### src/rtl/ex_stage_pkg.sv
// Shared opcode/result-class encodings, divider states and stall levels for
// the execute stage and its iterative divider.
package ex_stage_pkg;

    localparam int DIV_CYCLES = 32;

    localparam logic [7:0] EXE_NOP_OP  = 8'b0000_0000;
    localparam logic [7:0] EXE_AND_OP  = 8'b0010_0100;
    localparam logic [7:0] EXE_OR_OP   = 8'b0010_0101;
    localparam logic [7:0] EXE_XOR_OP  = 8'b0010_0110;
    localparam logic [7:0] EXE_NOR_OP  = 8'b0010_0111;
    localparam logic [7:0] EXE_SLL_OP  = 8'b0111_1100;
    localparam logic [7:0] EXE_SRL_OP  = 8'b0000_0010;
    localparam logic [7:0] EXE_SRA_OP  = 8'b0000_0011;
    localparam logic [7:0] EXE_MFHI_OP = 8'b0001_0000;
    localparam logic [7:0] EXE_MTHI_OP = 8'b0001_0001;
    localparam logic [7:0] EXE_MFLO_OP = 8'b0001_0010;
    localparam logic [7:0] EXE_MTLO_OP = 8'b0001_0011;
    localparam logic [7:0] EXE_DIV_OP  = 8'b0001_1010;
    localparam logic [7:0] EXE_DIVU_OP = 8'b0001_1011;
    localparam logic [7:0] EXE_JALR_OP = 8'b0000_1001;
    localparam logic [7:0] EXE_JAL_OP  = 8'b0101_0000;

    localparam logic [2:0] EXE_RES_NOP         = 3'b000;
    localparam logic [2:0] EXE_RES_LOGIC       = 3'b001;
    localparam logic [2:0] EXE_RES_SHIFT       = 3'b010;
    localparam logic [2:0] EXE_RES_MOVE        = 3'b011;
    localparam logic [2:0] EXE_RES_ARITH       = 3'b100;
    localparam logic [2:0] EXE_RES_JUMP_BRANCH = 3'b110;

    typedef enum logic [1:0] {
        DIV_IDLE   = 2'b00,
        DIV_BYZERO = 2'b01,
        DIV_BUSY   = 2'b10,
        DIV_DONE   = 2'b11
    } div_state_e;

    localparam logic StallEnable  = 1'b1;
    localparam logic StallDisable = 1'b0;

    function automatic logic is_div_op(input logic [7:0] op);
        return (op == EXE_DIV_OP) || (op == EXE_DIVU_OP);
    endfunction

endpackage

### src/rtl/ex_stage_if.sv
// ID/EX operation bundle in, write-back/forwarding bundle plus HI/LO and stall out.
interface ex_stage_if;
    logic [7:0]  aluop_i;
    logic [2:0]  alusel_i;
    logic [31:0] rdata1_i;
    logic [31:0] rdata2_i;
    logic [4:0]  waddr_reg_i;
    logic        we_reg_i;
    logic [31:0] return_addr_i;
    logic        in_delayslot_i;
    logic        flush_i;

    logic [31:0] wdata_o;
    logic [4:0]  waddr_reg_o;
    logic        we_reg_o;
    logic        in_delayslot_o;
    logic        stall_req_o;
    logic [31:0] hi_o;
    logic [31:0] lo_o;

    modport master (
        output aluop_i, alusel_i, rdata1_i, rdata2_i, waddr_reg_i, we_reg_i,
               return_addr_i, in_delayslot_i, flush_i,
        input  wdata_o, waddr_reg_o, we_reg_o, in_delayslot_o, stall_req_o, hi_o, lo_o
    );

    modport slave (
        input  aluop_i, alusel_i, rdata1_i, rdata2_i, waddr_reg_i, we_reg_i,
               return_addr_i, in_delayslot_i, flush_i,
        output wdata_o, waddr_reg_o, we_reg_o, in_delayslot_o, stall_req_o, hi_o, lo_o
    );
endinterface

### src/rtl/ex_stage_div_iter.sv
// Restoring divider, one quotient bit per cycle over DIV_CYCLES cycles.
// result_o = {remainder, quotient}, valid while ready_o is high.
module div_iter
    import ex_stage_pkg::*;
(
    input  logic        clk,
    input  logic        rst,
    input  logic        start_i,
    input  logic        signed_i,
    input  logic [31:0] opdata1_i,
    input  logic [31:0] opdata2_i,
    input  logic        annul_i,
    output logic        ready_o,
    output logic [63:0] result_o
);

    localparam logic [4:0] LAST_ITER = 5'(DIV_CYCLES - 1);

    div_state_e  state_q, state_d;
    logic [4:0]  cnt_q, cnt_d;
    logic [63:0] work_q, work_d;
    logic [31:0] dvsr_q, dvsr_d;
    logic        neg_quo_q, neg_quo_d;
    logic        neg_rem_q, neg_rem_d;

    logic [31:0] mag1, mag2, quo_s, rem_s;
    logic [32:0] trial;

    assign mag1  = (signed_i && opdata1_i[31]) ? -opdata1_i : opdata1_i;
    assign mag2  = (signed_i && opdata2_i[31]) ? -opdata2_i : opdata2_i;
    // Shifted partial remainder keeps its carry-out so divisors >= 2^31 still work.
    assign trial = work_q[63:31] - {1'b0, dvsr_q};
    assign quo_s = neg_quo_q ? -work_q[31:0]  : work_q[31:0];
    assign rem_s = neg_rem_q ? -work_q[63:32] : work_q[63:32];

    always_ff @(posedge clk) begin
        if (rst) begin
            state_q   <= DIV_IDLE;
            cnt_q     <= '0;
            work_q    <= '0;
            dvsr_q    <= '0;
            neg_quo_q <= 1'b0;
            neg_rem_q <= 1'b0;
        end else begin
            state_q   <= state_d;
            cnt_q     <= cnt_d;
            work_q    <= work_d;
            dvsr_q    <= dvsr_d;
            neg_quo_q <= neg_quo_d;
            neg_rem_q <= neg_rem_d;
        end
    end

    always_comb begin
        state_d   = state_q;
        cnt_d     = cnt_q;
        work_d    = work_q;
        dvsr_d    = dvsr_q;
        neg_quo_d = neg_quo_q;
        neg_rem_d = neg_rem_q;
        ready_o   = 1'b0;
        result_o  = '0;
        unique case (state_q)
            DIV_IDLE: begin
                if (start_i) begin
                    if (opdata2_i == '0) begin
                        state_d = DIV_BYZERO;
                    end else begin
                        work_d    = {32'b0, mag1};
                        dvsr_d    = mag2;
                        neg_quo_d = signed_i && (opdata1_i[31] ^ opdata2_i[31]);
                        neg_rem_d = signed_i && opdata1_i[31];
                        cnt_d     = '0;
                        state_d   = DIV_BUSY;
                    end
                end
            end
            DIV_BUSY: begin
                if (trial[32]) work_d = {work_q[62:0], 1'b0};
                else           work_d = {trial[31:0], work_q[30:0], 1'b1};
                cnt_d = cnt_q + 5'd1;
                if (cnt_q == LAST_ITER) state_d = DIV_DONE;
            end
            DIV_DONE: begin
                ready_o  = 1'b1;
                result_o = {rem_s, quo_s};
                state_d  = DIV_IDLE;
            end
            DIV_BYZERO: begin
                ready_o  = 1'b1;
                state_d  = DIV_IDLE;
            end
            default: state_d = DIV_IDLE;
        endcase
        // An annulled division neither completes nor touches HI/LO.
        if (annul_i) begin
            state_d = DIV_IDLE;
            ready_o = 1'b0;
        end
    end

endmodule

### src/rtl/ex_stage.sv
// Execute stage: ALU result select, HI/LO registers and the iterative divider
// whose run holds the front of the pipeline via stall_req_o.
module ex_stage
    import ex_stage_pkg::*;
(
    input  logic     clk,
    input  logic     rst,
    ex_stage_if.slave bus
);

    logic [31:0] hi_q, hi_d, lo_q, lo_d;
    logic        done_q, done_d;
    logic        is_div, is_mt, div_ready;
    logic [63:0] div_result;
    logic [31:0] logic_res, shift_res, move_res, wdata;
    logic        we, stall;

    assign is_div = is_div_op(bus.aluop_i);
    assign is_mt  = (bus.aluop_i == EXE_MTHI_OP) || (bus.aluop_i == EXE_MTLO_OP);

    // done_q keeps the still-held divide from restarting after it completes.
    div_iter u_div (
        .clk       (clk),
        .rst       (rst),
        .start_i   (is_div && !done_q),
        .signed_i  (bus.aluop_i == EXE_DIV_OP),
        .opdata1_i (bus.rdata1_i),
        .opdata2_i (bus.rdata2_i),
        .annul_i   (bus.flush_i),
        .ready_o   (div_ready),
        .result_o  (div_result)
    );

    always_comb begin
        logic_res = '0;
        shift_res = '0;
        move_res  = '0;
        unique case (bus.aluop_i)
            EXE_AND_OP:  logic_res = bus.rdata1_i & bus.rdata2_i;
            EXE_OR_OP:   logic_res = bus.rdata1_i | bus.rdata2_i;
            EXE_XOR_OP:  logic_res = bus.rdata1_i ^ bus.rdata2_i;
            EXE_NOR_OP:  logic_res = ~(bus.rdata1_i | bus.rdata2_i);
            EXE_SLL_OP:  shift_res = bus.rdata2_i << bus.rdata1_i[4:0];
            EXE_SRL_OP:  shift_res = bus.rdata2_i >> bus.rdata1_i[4:0];
            EXE_SRA_OP:  shift_res = $signed(bus.rdata2_i) >>> bus.rdata1_i[4:0];
            EXE_MFHI_OP: move_res  = hi_q;
            EXE_MFLO_OP: move_res  = lo_q;
            default: ;
        endcase

        wdata = '0;
        unique case (bus.alusel_i)
            EXE_RES_LOGIC:       wdata = logic_res;
            EXE_RES_SHIFT:       wdata = shift_res;
            EXE_RES_MOVE:        wdata = move_res;
            EXE_RES_JUMP_BRANCH: wdata = bus.return_addr_i;
            default: ;
        endcase

        we    = bus.we_reg_i && !bus.flush_i && !is_div && !is_mt;
        stall = (is_div && !done_q && !div_ready && !bus.flush_i) ? StallEnable : StallDisable;

        hi_d = hi_q;
        lo_d = lo_q;
        if (div_ready) begin
            {hi_d, lo_d} = div_result;
        end else if (!bus.flush_i) begin
            if (bus.aluop_i == EXE_MTHI_OP) hi_d = bus.rdata1_i;
            if (bus.aluop_i == EXE_MTLO_OP) lo_d = bus.rdata1_i;
        end

        done_d = done_q;
        if (div_ready)   done_d = 1'b1;
        else if (!is_div) done_d = 1'b0;
    end

    always_ff @(posedge clk) begin
        if (rst) begin
            hi_q   <= '0;
            lo_q   <= '0;
            done_q <= 1'b0;
        end else begin
            hi_q   <= hi_d;
            lo_q   <= lo_d;
            done_q <= done_d;
        end
    end

    assign bus.wdata_o        = rst ? '0   : wdata;
    assign bus.waddr_reg_o    = rst ? '0   : bus.waddr_reg_i;
    assign bus.we_reg_o       = rst ? 1'b0 : we;
    assign bus.in_delayslot_o = rst ? 1'b0 : bus.in_delayslot_i;
    assign bus.stall_req_o    = rst ? 1'b0 : stall;
    assign bus.hi_o           = rst ? '0   : hi_q;
    assign bus.lo_o           = rst ? '0   : lo_q;

endmodule

### src/flat_wrapper.sv
// flat-port wrapper written by rule: the top's interface ports become plain ports
module ex_stage_flat import ex_stage_pkg::*;
  (clk, rst, bus_aluop_i, bus_alusel_i, bus_rdata1_i, bus_rdata2_i, bus_waddr_reg_i, bus_we_reg_i, bus_return_addr_i, bus_in_delayslot_i, bus_flush_i, bus_wdata_o, bus_waddr_reg_o, bus_we_reg_o, bus_in_delayslot_o, bus_stall_req_o, bus_hi_o, bus_lo_o);
  ex_stage_if bus_i ();
  input  logic clk;
  input  logic rst;
  input wire logic [$bits(bus_i.aluop_i)-1:0] bus_aluop_i;
  input wire logic [$bits(bus_i.alusel_i)-1:0] bus_alusel_i;
  input wire logic [$bits(bus_i.rdata1_i)-1:0] bus_rdata1_i;
  input wire logic [$bits(bus_i.rdata2_i)-1:0] bus_rdata2_i;
  input wire logic [$bits(bus_i.waddr_reg_i)-1:0] bus_waddr_reg_i;
  input wire logic [$bits(bus_i.we_reg_i)-1:0] bus_we_reg_i;
  input wire logic [$bits(bus_i.return_addr_i)-1:0] bus_return_addr_i;
  input wire logic [$bits(bus_i.in_delayslot_i)-1:0] bus_in_delayslot_i;
  input wire logic [$bits(bus_i.flush_i)-1:0] bus_flush_i;
  output wire logic [$bits(bus_i.wdata_o)-1:0] bus_wdata_o;
  output wire logic [$bits(bus_i.waddr_reg_o)-1:0] bus_waddr_reg_o;
  output wire logic [$bits(bus_i.we_reg_o)-1:0] bus_we_reg_o;
  output wire logic [$bits(bus_i.in_delayslot_o)-1:0] bus_in_delayslot_o;
  output wire logic [$bits(bus_i.stall_req_o)-1:0] bus_stall_req_o;
  output wire logic [$bits(bus_i.hi_o)-1:0] bus_hi_o;
  output wire logic [$bits(bus_i.lo_o)-1:0] bus_lo_o;
  assign bus_i.aluop_i = bus_aluop_i;
  assign bus_i.alusel_i = bus_alusel_i;
  assign bus_i.rdata1_i = bus_rdata1_i;
  assign bus_i.rdata2_i = bus_rdata2_i;
  assign bus_i.waddr_reg_i = bus_waddr_reg_i;
  assign bus_i.we_reg_i = bus_we_reg_i;
  assign bus_i.return_addr_i = bus_return_addr_i;
  assign bus_i.in_delayslot_i = bus_in_delayslot_i;
  assign bus_i.flush_i = bus_flush_i;
  assign bus_wdata_o = bus_i.wdata_o;
  assign bus_waddr_reg_o = bus_i.waddr_reg_o;
  assign bus_we_reg_o = bus_i.we_reg_o;
  assign bus_in_delayslot_o = bus_i.in_delayslot_o;
  assign bus_stall_req_o = bus_i.stall_req_o;
  assign bus_hi_o = bus_i.hi_o;
  assign bus_lo_o = bus_i.lo_o;
  ex_stage u_core (.clk(clk), .rst(rst), .bus(bus_i));
endmodule
### config.mk
export PLATFORM = sky130hd
export DESIGN_NAME = ex_stage_flat
export DESIGN_NICKNAME = d
export VERILOG_FILES = /design/src/rtl/ex_stage_pkg.sv /design/src/rtl/ex_stage_if.sv /design/src/rtl/ex_stage_div_iter.sv /design/src/rtl/ex_stage.sv /design/src/flat_wrapper.sv
export SDC_FILE = /design/constraint.sdc
export NUM_CORES = 1
export LEC_CHECK = 0
export CAP_MARGIN = 10
export CORE_MARGIN = 2
export CORE_UTILIZATION = 29
export DETAILED_ROUTE_END_ITERATION = 8
export PLACE_DENSITY = 0.49
export SYNTH_ARGS = -nofsm -noshare
export SYNTH_HDL_FRONTEND = slang
export SYNTH_SLANG_ARGS = --single-unit
### constraint.sdc
create_clock -name clk -period 3.89 [get_ports clk]
set_input_delay 0.5835 -clock clk [delete_from_list [all_inputs] [get_ports clk]]
set_output_delay 0.5835 -clock clk [all_outputs]
set_load 0.05 [all_outputs]
==> flow_summary_export.csv, run 1 <==
group,metric,value,unit
sta,timing.final.ws_setup,0.03877,ns
synth,most_used_dff_post_synth,"sky130_fd_sc_hd__dfxtp_1",
clock_network,worst_setup_hold_path_clk_slew,0.07,ns
worst_setup_path,worst-endpoint-arrival,3.27,ns
die,die-area,66320,µm²
synth,synth.lib_cells_used.distinct,82,
hold_path,min_delay_worst_endpoint,"u_core.u_div.dvsr_q[31]$_SDFFE_PP0P_",
placed_design,portBuffers,220,
clock_network,cts_buffers,17,
die,initial_utilization,0.2944,
worst_setup_path,r2r_setup_slack,0.22,ns
sta,worstMarginPinSlew,0.8791,ns
synth,async_reset_ff_frac,0,
die,die_extent_in_y,257.5,µm
hold_path,holdCritPathClass,"flop to flop",
placed_design,globalplace.congestion,0.9655,
worst_setup_path,worst_r2r_startpoint,"u_core.u_div.work_q[31]$_SDFFE_PP0P_",
sta,totalNegativeSetupSlack,0,ns
detailed_routing,drc,0,
worst_setup_path,worstReg2RegEnd,"u_core.u_div.work_q[50]$_SDFFE_PP0P_",
worst_setup_path,path_max_fanout,11,
power_and_ir_drop,power.density_cell_area,212.7,nW/µm²
grt,grt_pass1_vias,19370,
hold_path,min-delay-start,"u_core.u_div.dvsr_q[31]$_SDFFE_PP0P_",
placed_design,preCtsSetupSlack,-0.1479,ns
detailed_routing,detail_route.first_pass.iterations,5,
sta,setup_viol,0,
synth,synth_largest_area_cell,"sky130_fd_sc_hd__dfxtp_1",
clock_network,tritoncts,"done",
sta,post-route-period-util,0.9900,
synth,synth.cell_area,18640,µm²
clock_network,holdBufCountCts,0,
grt,first_pass_grt_wire_length,134300,µm
placed_design,dpl.hpwl,75150,µm
synth,synth-edff-count,0,
synth,ys.warnings.count,0,
clock_network,cts.htree.levels,4,
sta,finalClockSkew,0.02577,ns
synth,synth_nets,2718,
power_and_ir_drop,irDropWorstVdd,0.2990,mV
clock_network,clockBufferDepth,2,
synth,syn_area_per_cell,7.469,µm²
clock_network,clkLatencyLatePin,0.48,ns
grt,grt_antenna_before_repair,5,
synth,library_cell_with_the_highest_instance_count_after_synthesis,"sky130_fd_sc_hd__nor2_1",
clock_network,cts.sinks,170,
die,row_count,92,
worst_setup_path,path_class,"input port to primary output",
synth,yosysSeqAreaShare,0.1826,
layout,final_net_count,3026,
run_status,outcome,"finished clean",
synth,syn-instance-count,2496,
grt,globalRouteTotalUtil,0.2698,
sta,slew-limit-headroom,0.4132,
synth,netlist_top_cells_count,"261 x sky130_fd_sc_hd__nor2_1, 254 x sky130_fd_sc_hd__nand2_1, 170 x sky130_fd_sc_hd__dfxtp_1",
detailed_routing,via_count,20750,
detailed_routing,routed_wirelength,92640,µm
layout,layout-area-overhead-vs-synth,31.55,%
job,maxCapViolCount,0,
die,die_w,257.5,µm
synth,synth.ff_latch_count,170,
worst_setup_path,worstSetupStartpointType,"input port",
worst_setup_path,cp_data_required_time,3.31,ns
die,floorplan.core_area,63310,µm²
grt,grt_start_max_net_pins,97,
sta,report.final.hold_viol_count,0,
worst_setup_path,setup_crit_end_kind,"primary output",
hold_path,hold-path-cell-count,2,
sta,clock.fmax,259.7,MHz
layout,fraction_of_layout_instances_using_a_drive_strength_above_1,0.1782,
detailed_routing,routed_via_density,5.662,
sta,timing.final.crit_period,3.851,ns
worst_setup_path,reg2regPathDepth,14,
power_and_ir_drop,pleak,0.009648,µW
synth,synthDominantCellAreaShare,0.1826,
detailed_routing,post_drt_antenna_nets,0,
grt,total_global_routing_overflow,0,
clock_network,root_buffer,"sky130_fd_sc_hd__clkbuf_16",
die,pin_count,221,
sta,report.final.slew_viol_count,0,
synth,synth_area_leaders,"sky130_fd_sc_hd__dfxtp_1 18%, sky130_fd_sc_hd__mux4_2 7.1%, sky130_fd_sc_hd__xnor2_1 7.1%",
detailed_routing,detail_route.iter0.violations,2275,
detailed_routing,post_drt_wl_per_cell,25.28,µm
sta,hold_ws,0.4742,ns
sta,grt_setup_unrepaired,"no",
==> per-stage QoR <==
| stage | cell area [µm²] | total power (µW) | utilization | std cells |
|---|---|---|---|---|
| floorplan | 18660 | 2642 | - | 2496 |
| global route | 24520 | 5407 | 0.3873 | 3663 |
| global placement | 23790 | 3405 | 0.3757 | 3629 |
| CTS | 24400 | 5187 | 0.3855 | 3661 |
| finish | 24520 | 5216 | 0.3873 | 3665 |
| detailed placement | 23790 | 3406 | 0.3757 | 3629 |
==> state kept, by name (all words and copies together) (netlist names) <==
name,count
u_core.u_div.state_q,2
u_core.u_div.neg_rem_q,1
u_core.u_div.cnt_q,5
u_core.u_div.neg_quo_q,1
u_core.hi_q,32
u_core.u_div.dvsr_q,32
u_core.lo_q,32
u_core.u_div.work_q,64
u_core.done_q,1
==> logic make-up (layout without fill, tap and decap cells) <==
| group | Yosys count | count (layout) | share of synthesized area |
|---|---|---|---|
| and+or+nand+nor | 876 | 876 | 0.2193 |
| AOI/OAI and AO/OA | 649 | 649 | 0.2328 |
| other | 0 | 2 | 0 |
| muxes | 183 | 183 | 0.1384 |
| buffers and inverters | 336 | 657 | 0.07289 |
| xor gates and xnor gates | 177 | 177 | 0.08316 |
| adders and majority gates | 105 | 105 | 0.07088 |
| DFF | 170 | 170 | 0.1826 |
==> power by group <==
part,total [µW],internal [µW],switching (µW),leakage [µW]
Sequential,1750,1750,6.02,0.00137
Clock,1780,975,808,0.000279
Combinational,1680,714,968,0.00800
==> cell usage in the layout (no fill, tap or decap), drive strengths merged, types with 19 or more instances in the layout <==
cell type	count
mux2i	116
clkdlybuf4s50	168
or3	19
xnor2	151
mux4	59
nand2b	20
nor3	98
buf	329
o211ai	19
a31oi	48
a211oi	37
nor2	265
xor2	26
clkbuf	19
a221oi	71
o31ai	32
o21ai	189
nand3	60
a21oi	134
nand2	255
dfxtp	170
ha	104
nor2b	79
inv	121
==> area by class of cell <==
cell class              count  area, µm²
inverters                 117      439.2
fillers                  6564      38790
diodes                      2      5.005
well taps                 846       1059
clock buffers              18      439.2
clock inverters            14      160.2
multi-input cells        1990      14010
flip-flops and latches    170       3403
repair buffers            508       5009
==> critical path, stage by stage <==
cell	delay, ns
sky130_fd_sc_hd__clkdlybuf4s50_1	0.54
sky130_fd_sc_hd__buf_12	0.16
sky130_fd_sc_hd__inv_1	0.06
sky130_fd_sc_hd__mux4_2	0.50
sky130_fd_sc_hd__buf_4	0.17
sky130_fd_sc_hd__a32oi_1	0.17
sky130_fd_sc_hd__and2_1	0.19
sky130_fd_sc_hd__nor3_1	0.05
sky130_fd_sc_hd__o21ai_0	0.14
sky130_fd_sc_hd__o311ai_1	0.19
sky130_fd_sc_hd__a31oi_2	0.32
sky130_fd_sc_hd__buf_12	0.18
==> timing repair <==
item | 4_1_cts | 5_1_grt
endpoints found under the setup margin | 16 | 55
cloned | 0 | 2
pin swaps | 0 | 5
setup buffers | 0 | 1
gates resized for setup | 9 | 28
==> layer usage <==
layer	GRT usage	vias to the layer above	share of wire
met1	0.3837	10070	0.45
li1	-	9611	-
met2	0.4188	949	0.44
met5	0	-	0.00032
met3	0.03612	119	0.076
met4	0.08927	6	0.032
==> worst max path at each step <==
stage	start	end	depth (start not counted)
2_1_floorplan	bus_aluop_i[0]	bus_wdata_o[19]	8
3_3_place_gp	bus_aluop_i[3]	bus_wdata_o[29]	11
3_5_place_dp	bus_rdata2_i[16]	bus_wdata_o[26]	6
4_1_cts	bus_rdata1_i[10]	bus_wdata_o[10]	10
5_1_grt	bus_rdata2_i[26]	bus_wdata_o[26]	12
6_report	bus_rdata2_i[27]	bus_wdata_o[26]	12
Power figures use the tool's default switching activity.
==> inputs of run 2 (changes only) <==
Settings changed: CTS_CLUSTER_DIAMETER set to 200.
==> results of run 2 <==
The final DEF is identical to that of run 1; final timing and power are the same.
